==> src/rtl/pitch_pkg.sv <==
// rtl/pitch_pkg.sv - shared constants, state enum and saturating add for the pitch bucket selector
package pitch_pkg;

  localparam int NUM_BUCKETS    = 12;
  localparam int BUCKET_W       = 4;
  localparam int MAG_W          = 16;
  localparam int ACC_W          = 24;
  localparam int CONFIRM_FRAMES = 2;

  localparam logic [ACC_W-1:0]    THRESH   = 24'd4096;
  localparam logic [BUCKET_W-1:0] LAST_IDX = BUCKET_W'(NUM_BUCKETS - 1);

  typedef enum logic [1:0] {
    ACCUM,
    SCAN,
    DECIDE
  } state_t;

  typedef logic [NUM_BUCKETS-1:0][ACC_W-1:0] acc_array_t;

  // Add a magnitude to an accumulator, clamping at all-ones instead of wrapping.
  function automatic logic [ACC_W-1:0] sat_add(input logic [ACC_W-1:0] acc,
                                               input logic [MAG_W-1:0] mag);
    logic [ACC_W:0] sum;
    sum = {1'b0, acc} + {{(ACC_W + 1 - MAG_W){1'b0}}, mag};
    return sum[ACC_W] ? {ACC_W{1'b1}} : sum[ACC_W-1:0];
  endfunction

endpackage

==> src/rtl/bucket_argmax.sv <==
// rtl/bucket_argmax.sv - sequential argmax scanner over the per-bucket accumulators
// Ports:
//   clk, reset_n   clock and asynchronous active-low reset
//   start          one-cycle pulse; scanning begins on the following edge
//   acc            accumulator array, must be stable while scanning
//   best, best_idx running maximum and its index (final once done has been seen)
//   done           high during the cycle that examines the last bucket
module bucket_argmax
  import pitch_pkg::*;
(
  input  logic                clk,
  input  logic                reset_n,
  input  logic                start,
  input  acc_array_t          acc,
  output logic [ACC_W-1:0]    best,
  output logic [BUCKET_W-1:0] best_idx,
  output logic                done
);

  logic                busy;
  logic [BUCKET_W-1:0] idx;

  // Combinational so the caller can leave SCAN on the same edge that
  // registers the final comparison.
  assign done = busy && (idx == LAST_IDX);

  always_ff @(posedge clk or negedge reset_n) begin
    if (!reset_n) begin
      busy     <= 1'b0;
      idx      <= '0;
      best     <= '0;
      best_idx <= '0;
    end else if (start) begin
      busy <= 1'b1;
      idx  <= '0;
    end else if (busy) begin
      // Bucket 0 seeds the maximum; strict compare keeps the lowest index on ties.
      if ((idx == '0) || (acc[idx] > best)) begin
        best     <= acc[idx];
        best_idx <= idx;
      end
      if (idx == LAST_IDX) begin
        busy <= 1'b0;
      end else begin
        idx <= idx + 1'b1;
      end
    end
  end

endmodule

==> src/rtl/pitch_bucket_selector.sv <==
// rtl/pitch_bucket_selector.sv - per-frame pitch-class energy accumulator with dominant-bucket strobe
// Optional feature macro: BUCKET_CONFIRM_EN (winner must repeat CONFIRM_FRAMES frames before strobing)
// Ports:
//   clk, reset_n    clock and asynchronous active-low reset
//   in_valid/ready  beat handshake; in_ready is registered and high only while accumulating
//   in_bucket       pitch-class index of the beat (>= NUM_BUCKETS is dropped)
//   in_mag          unsigned beat magnitude
//   in_last         final beat of the frame
//   update_strobe   one-cycle pulse when a new dominant bucket is published
//   active_bucket   last published dominant bucket
//   frame_done      one-cycle pulse at every frame decision
//   peak_energy     winning accumulator value of the last frame
module pitch_bucket_selector
  import pitch_pkg::*;
(
  input  logic                clk,
  input  logic                reset_n,
  input  logic                in_valid,
  output logic                in_ready,
  input  logic [BUCKET_W-1:0] in_bucket,
  input  logic [MAG_W-1:0]    in_mag,
  input  logic                in_last,
  output logic                update_strobe,
  output logic [BUCKET_W-1:0] active_bucket,
  output logic                frame_done,
  output logic [ACC_W-1:0]    peak_energy
);

  state_t              state;
  state_t              next_state;
  acc_array_t          acc;
  logic                accept;
  logic                start_scan;
  logic                scan_done;
  logic [ACC_W-1:0]    best;
  logic [BUCKET_W-1:0] best_idx;
  logic                above;
  logic                strobe_now;

  assign accept     = (state == ACCUM) && in_valid && in_ready;
  assign start_scan = accept && in_last;
  assign above      = (best >= THRESH);

  always_ff @(posedge clk or negedge reset_n) begin
    if (!reset_n) begin
      state <= ACCUM;
    end else begin
      state <= next_state;
    end
  end

  always_comb begin
    next_state = state;
    case (state)
      ACCUM:   if (start_scan) next_state = SCAN;
      SCAN:    if (scan_done)  next_state = DECIDE;
      DECIDE:  next_state = ACCUM;
      default: next_state = ACCUM;
    endcase
  end

  // Ready follows the state we are about to enter, so it drops on the in_last
  // edge and rises on the decision edge.
  always_ff @(posedge clk or negedge reset_n) begin
    if (!reset_n) begin
      in_ready <= 1'b0;
    end else begin
      in_ready <= (next_state == ACCUM);
    end
  end

  always_ff @(posedge clk or negedge reset_n) begin
    if (!reset_n) begin
      acc <= '0;
    end else if (state == DECIDE) begin
      acc <= '0;
    end else if (accept && (in_bucket < BUCKET_W'(NUM_BUCKETS))) begin
      acc[in_bucket] <= sat_add(acc[in_bucket], in_mag);
    end
  end

  bucket_argmax u_argmax (
    .clk      (clk),
    .reset_n  (reset_n),
    .start    (start_scan),
    .acc      (acc),
    .best     (best),
    .best_idx (best_idx),
    .done     (scan_done)
  );

`ifdef BUCKET_CONFIRM_EN
  logic [3:0]          confirm_cnt;
  logic [3:0]          cnt_next;
  logic [BUCKET_W-1:0] candidate;

  always_comb begin
    cnt_next = confirm_cnt;
    if (!above) begin
      cnt_next = '0;
    end else if (best_idx == candidate) begin
      cnt_next = (confirm_cnt == 4'hF) ? confirm_cnt : confirm_cnt + 4'd1;
    end else begin
      cnt_next = 4'd1;
    end
  end

  always_ff @(posedge clk or negedge reset_n) begin
    if (!reset_n) begin
      confirm_cnt <= '0;
      candidate   <= '0;
    end else if (state == DECIDE) begin
      confirm_cnt <= cnt_next;
      if (above && (best_idx != candidate)) begin
        candidate <= best_idx;
      end
    end
  end

  assign strobe_now = above && (cnt_next >= 4'(CONFIRM_FRAMES));
`else
  assign strobe_now = above;
`endif

  always_ff @(posedge clk or negedge reset_n) begin
    if (!reset_n) begin
      update_strobe <= 1'b0;
      frame_done    <= 1'b0;
      active_bucket <= '0;
      peak_energy   <= '0;
    end else begin
      update_strobe <= 1'b0;
      frame_done    <= 1'b0;
      if (state == DECIDE) begin
        frame_done  <= 1'b1;
        peak_energy <= best;
        if (strobe_now) begin
          update_strobe <= 1'b1;
          active_bucket <= best_idx;
        end
      end
    end
  end

endmodule

==> config.mk <==
export PLATFORM = sky130hd
export DESIGN_NAME = pitch_bucket_selector
export DESIGN_NICKNAME = d
export VERILOG_FILES = /design/src/rtl/pitch_pkg.sv /design/src/rtl/bucket_argmax.sv /design/src/rtl/pitch_bucket_selector.sv
export SDC_FILE = /design/constraint.sdc
export NUM_CORES = 1
export LEC_CHECK = 0
export ABC_AREA = 0
export BUFFER_PORTS_ARGS = -buffer_cell sky130_fd_sc_hd__buf_2
export CORE_ASPECT_RATIO = 0.9
export CORE_UTILIZATION = 49
export DETAILED_ROUTE_END_ITERATION = 6
export PLACE_DENSITY = 0.66
export SYNTH_ARGS = -nofsm -noshare
export SYNTH_HDL_FRONTEND = slang
export SYNTH_HIERARCHICAL = 1
export SYNTH_SLANG_ARGS = --single-unit
==> constraint.sdc <==
create_clock -name clk -period 3.5 [get_ports clk]
set_clock_uncertainty 0.15 [all_clocks]
set_input_delay 0.525 -clock clk [delete_from_list [all_inputs] [get_ports clk]]
set_output_delay 0.525 -clock clk [all_outputs]
set_load 0.01 [all_outputs]
==> results.md <==
- # H-tree levels: 2
- Area grow syn2layout: 34.6%
- ANT nets after route: 0
- Synth top area cells: dfrtp_1 (45%), mux4_2 (14%), nand3_1 (7.8%)
- Initial Utilization: 50.0%
- Most area-hungry cell type in the Yosys netlist: dfrtp_1
- Worst Path Required: roughly 3800 ps
- Clock Latency Late Sink: 570 ps
- Root buf cell: clkbuf_16
- Final hold vios: 0
- Largest net degree at the start of global routing: 234
- CP endpoint kind: flop
- Area share of the leading cell type in the synthesized netlist: 44.6%
- Crit-path max cell delay: 540 ps
- Initial antenna violation count: 1
- Mapped Nets: 1,920
- Worst-path cell chain: buf_12, buf_16, mux4_2, a221o_2, ha_1, nand4_1, a21oi_1, o2111a_2, o21ai_2, a21boi_4, buf_12, mux2_2
- Max VDD drop: about 0.00040 V
- Outcome: complete, but fails checks
- Fin nets: between 2,000 and 2,500
- Fraction of registers with async set/reset: 100%
- Synthesized area: roughly 20,000 um2
- TritonCTS buffer count: 40
- Global-route wire length before repair: 100,000 um
- Sequential-to-total area share from yosys stat: 44.6%
- Startpoint Class: flop
- Measured slew at the worst slew-check pin: 1150 ps
- Top post-synthesis cells by count: dfrtp_1 (354), nand3_1 (308), o21ai_0 (294), nand2_1 (155), mux4_2 (127)
- Ports: between 50 and 60
- Setup WS post-layout: -504 ps
- CTS sink count: about 350
- Critical path class: flop to flop
- RSZ-0062 raised after global routing: true
- Top-count cell post-synth: dfrtp_1
- DPL Wire Length: about 40,000 um
- # DRC: 2
- Share of cells above drive strength 1: 45.4%
- Period utilization: 114%
- ANT cells: 0
- GRT overflow: 0
- PwrDens: just over 700 nW/um2
- Violated checks: design-rule violations, negative setup slack
- Main synth FF type: dfrtp_1
- Number of core rows: 69
- CTS clk-pin slew, worst paths: ~60 ps
- Worst Path Max Fanout: 16
- Buffers and inverters on the worst path: 3
- Max Slew Vio Count: 0
- Syn Inst Count: 1,853
- Fmax: 250 MHz
- Chip width: approximately 210 um
- GPL Wtd Cong: 0.926
- Die Height: 193 um
- Vias: 17,500
- Per-cell routed wire length: 24.0 um
- Port-buffer cells: 54
- Core area: 39,700 um2
- Max Cap Viol: 0
- Final Power: ~20 mW
- Minimum hold slack: 86.9 ps
- Final setup vio count: 316
- CTS tree: done
- Vias in the first global route: 17,600
- Lkg Pwr: ~12 nW
- Synth Area per Inst: roughly 11 um2
- Crit path time final: 4000 ps
- CP max stage cell: mux4_2
- CP top delay family: compound AO/OA/AOI/OAI gates
- Crit path DAT: about 4300 ps
- Die footprint: 41,400 um2
- Hold Path Class: primary input to flop
- Most numerous cell on the critical path: buf_12
- Initial DRC Count: about 2,000
- Vias per std cell: 6.37
- Post-Route WL: 65,800 um
- Distinct cells, synth: 74
- YS warnings: 6
- Number of synthesized flops with an enable pin: 0
- Flops & latches, synth: 354
- Buffer depth of the longest clock path: 3
- Drt first pass iters: 7
- Max transition margin: between 20% and 30%
- Total GRT Usage: 31.5%
==> per-stage QoR <==
| stage | utilization [%] | setup TNS, ps | std cells | worst slack (ps) | instance area [um2] |
|---|---|---|---|---|---|
| floorplan | - | -125430 | 1853 | -516 | 20300 |
| global placement | 58.0 | -191140 | 2576 | -861 | 23000 |
| detailed placement | 58.0 | -215710 | 2576 | -951 | 23000 |
| CTS | 64.8 | -49430 | 2706 | -480 | 25700 |
| global route | 67.4 | -86680 | 2745 | -595 | 26700 |
| finish | 67.4 | -63280 | 2745 | -504 | 26700 |
==> worst reg2reg max path, cell delays in order (launching register included) <==
cell and delay (ps):
dfrtp_4 520, buf_12 190, buf_16 200, mux4_2 550, a221o_2 510, ha_1 340
nand4_1 140, a21oi_1 210, o2111a_2 260, o21ai_2 80, a21boi_4 200, buf_12 190
mux2_2 350
==> what timing repair did <==
action                                 CTS  global route
hold buffers                             1             0
pin swaps                               87           111
endpoints found under the hold margin   97             0
cloned                                  14             7
setup endpoints to repair              309           316
buffers inserted                        51            38
gates resized for setup                263           207
==> layout make-up <==
class                           count  area [um2]
Fill cell                        2764       13000
Tap cell                          532         666
Timing Repair Buffer              472        4480
Clock buffer                       54        1130
Inverter                           34         128
Multi-Input combinational cell   1288       11400
Clock inverter                     11        85.1
Sequential cell                   354        8870
==> power breakdown <==
group	switching [mW]	leakage, nW	internal [mW]
Clock	1.69	0.602	2.33
Combinational	4.69	6.92	5.02
Sequential	0.698	4.84	5.05
==> state kept, by name, summed over array words and instances (netlist names) <==
| name | flops |
|---|---|
| active_bucket | 4 |
| u_argmax/best_idx | 4 |
| acc | 288 |
| peak_energy | 24 |
| update_strobe | 1 |
| state | 2 |
| frame_done | 1 |
| u_argmax/idx | 4 |
| u_argmax/busy | 1 |
| u_argmax/best | 24 |
| in_ready | 1 |
==> placed cells by master, fill, tap and decap left out, types with 7 or more instances in the layout <==
cell and count:
dfrtp_1 352, buf_4 321, nand3_1 295, o21ai_2 191, nand2_1 133, mux4_2 127, o21ai_1 94, buf_12 53
clkbuf_16 51, buf_2 51, ha_1 36, a21oi_1 35, inv_1 33, nor2_1 28, nor2b_1 28, buf_6 27
a221o_1 22, nand2_2 20, nor2_4 20, mux2_4 19, mux4_1 17, o21ai_0 16, nand3_2 13, a211oi_1 13
mux2i_1 12, nand4_1 12, mux2_2 12, a21o_1 8, xnor2_1 8, clkinv_2 8, clkbuf_1 7
==> cell families (layout without fill, tap and decap cells) <==
group / Yosys count / count (layout) / share of synthesized area (%)
xor gates and xnor gates: 15 / 15 / 0.661
buffers and inverters: 218 / 571 / 5.14
muxes: 191 / 192 / 19.5
adders and majority gates: 43 / 43 / 2.75
DFF: 354 / 354 / 44.6
AOI/OAI and AO/OA: 432 / 434 / 12.6
and+or+nand+nor: 600 / 604 / 14.8
==> final timing paths <==
kind	startpoint	end	slack, ps	cells past startpoint
worst min register to register	peak_energy[17]$_DFFE_PN0P_	peak_energy[17]$_DFFE_PN0P_	320	2
min in group asynchronous	reset_n	peak_energy[18]$_DFFE_PN0P_	460	2
max in group asynchronous	reset_n	acc[170]$_DFFE_PN0P_	1870	3
worst max-delay path	u_argmax/idx[0]$_DFFE_PN0P_	u_argmax/best[2]$_DFFE_PN0P_	-500	12
worst max register to register	u_argmax/idx[0]$_DFFE_PN0P_	u_argmax/best[2]$_DFFE_PN0P_	-500	12
worst min-delay path	in_last	state[0]$_DFF_PN0_	90	3
==> routing by layer <==
metal / up-vias / routed length, um / track usage (%)
met5: - / 13 / 0
met4: 2 / 2650 / 12.7
met3: 197 / 6180 / 6.95
met2: 900 / 31300 / 51.4
met1: 8769 / 25700 / 41.1
li1: 7630 / - / -
Power figures use the tool's default switching activity.
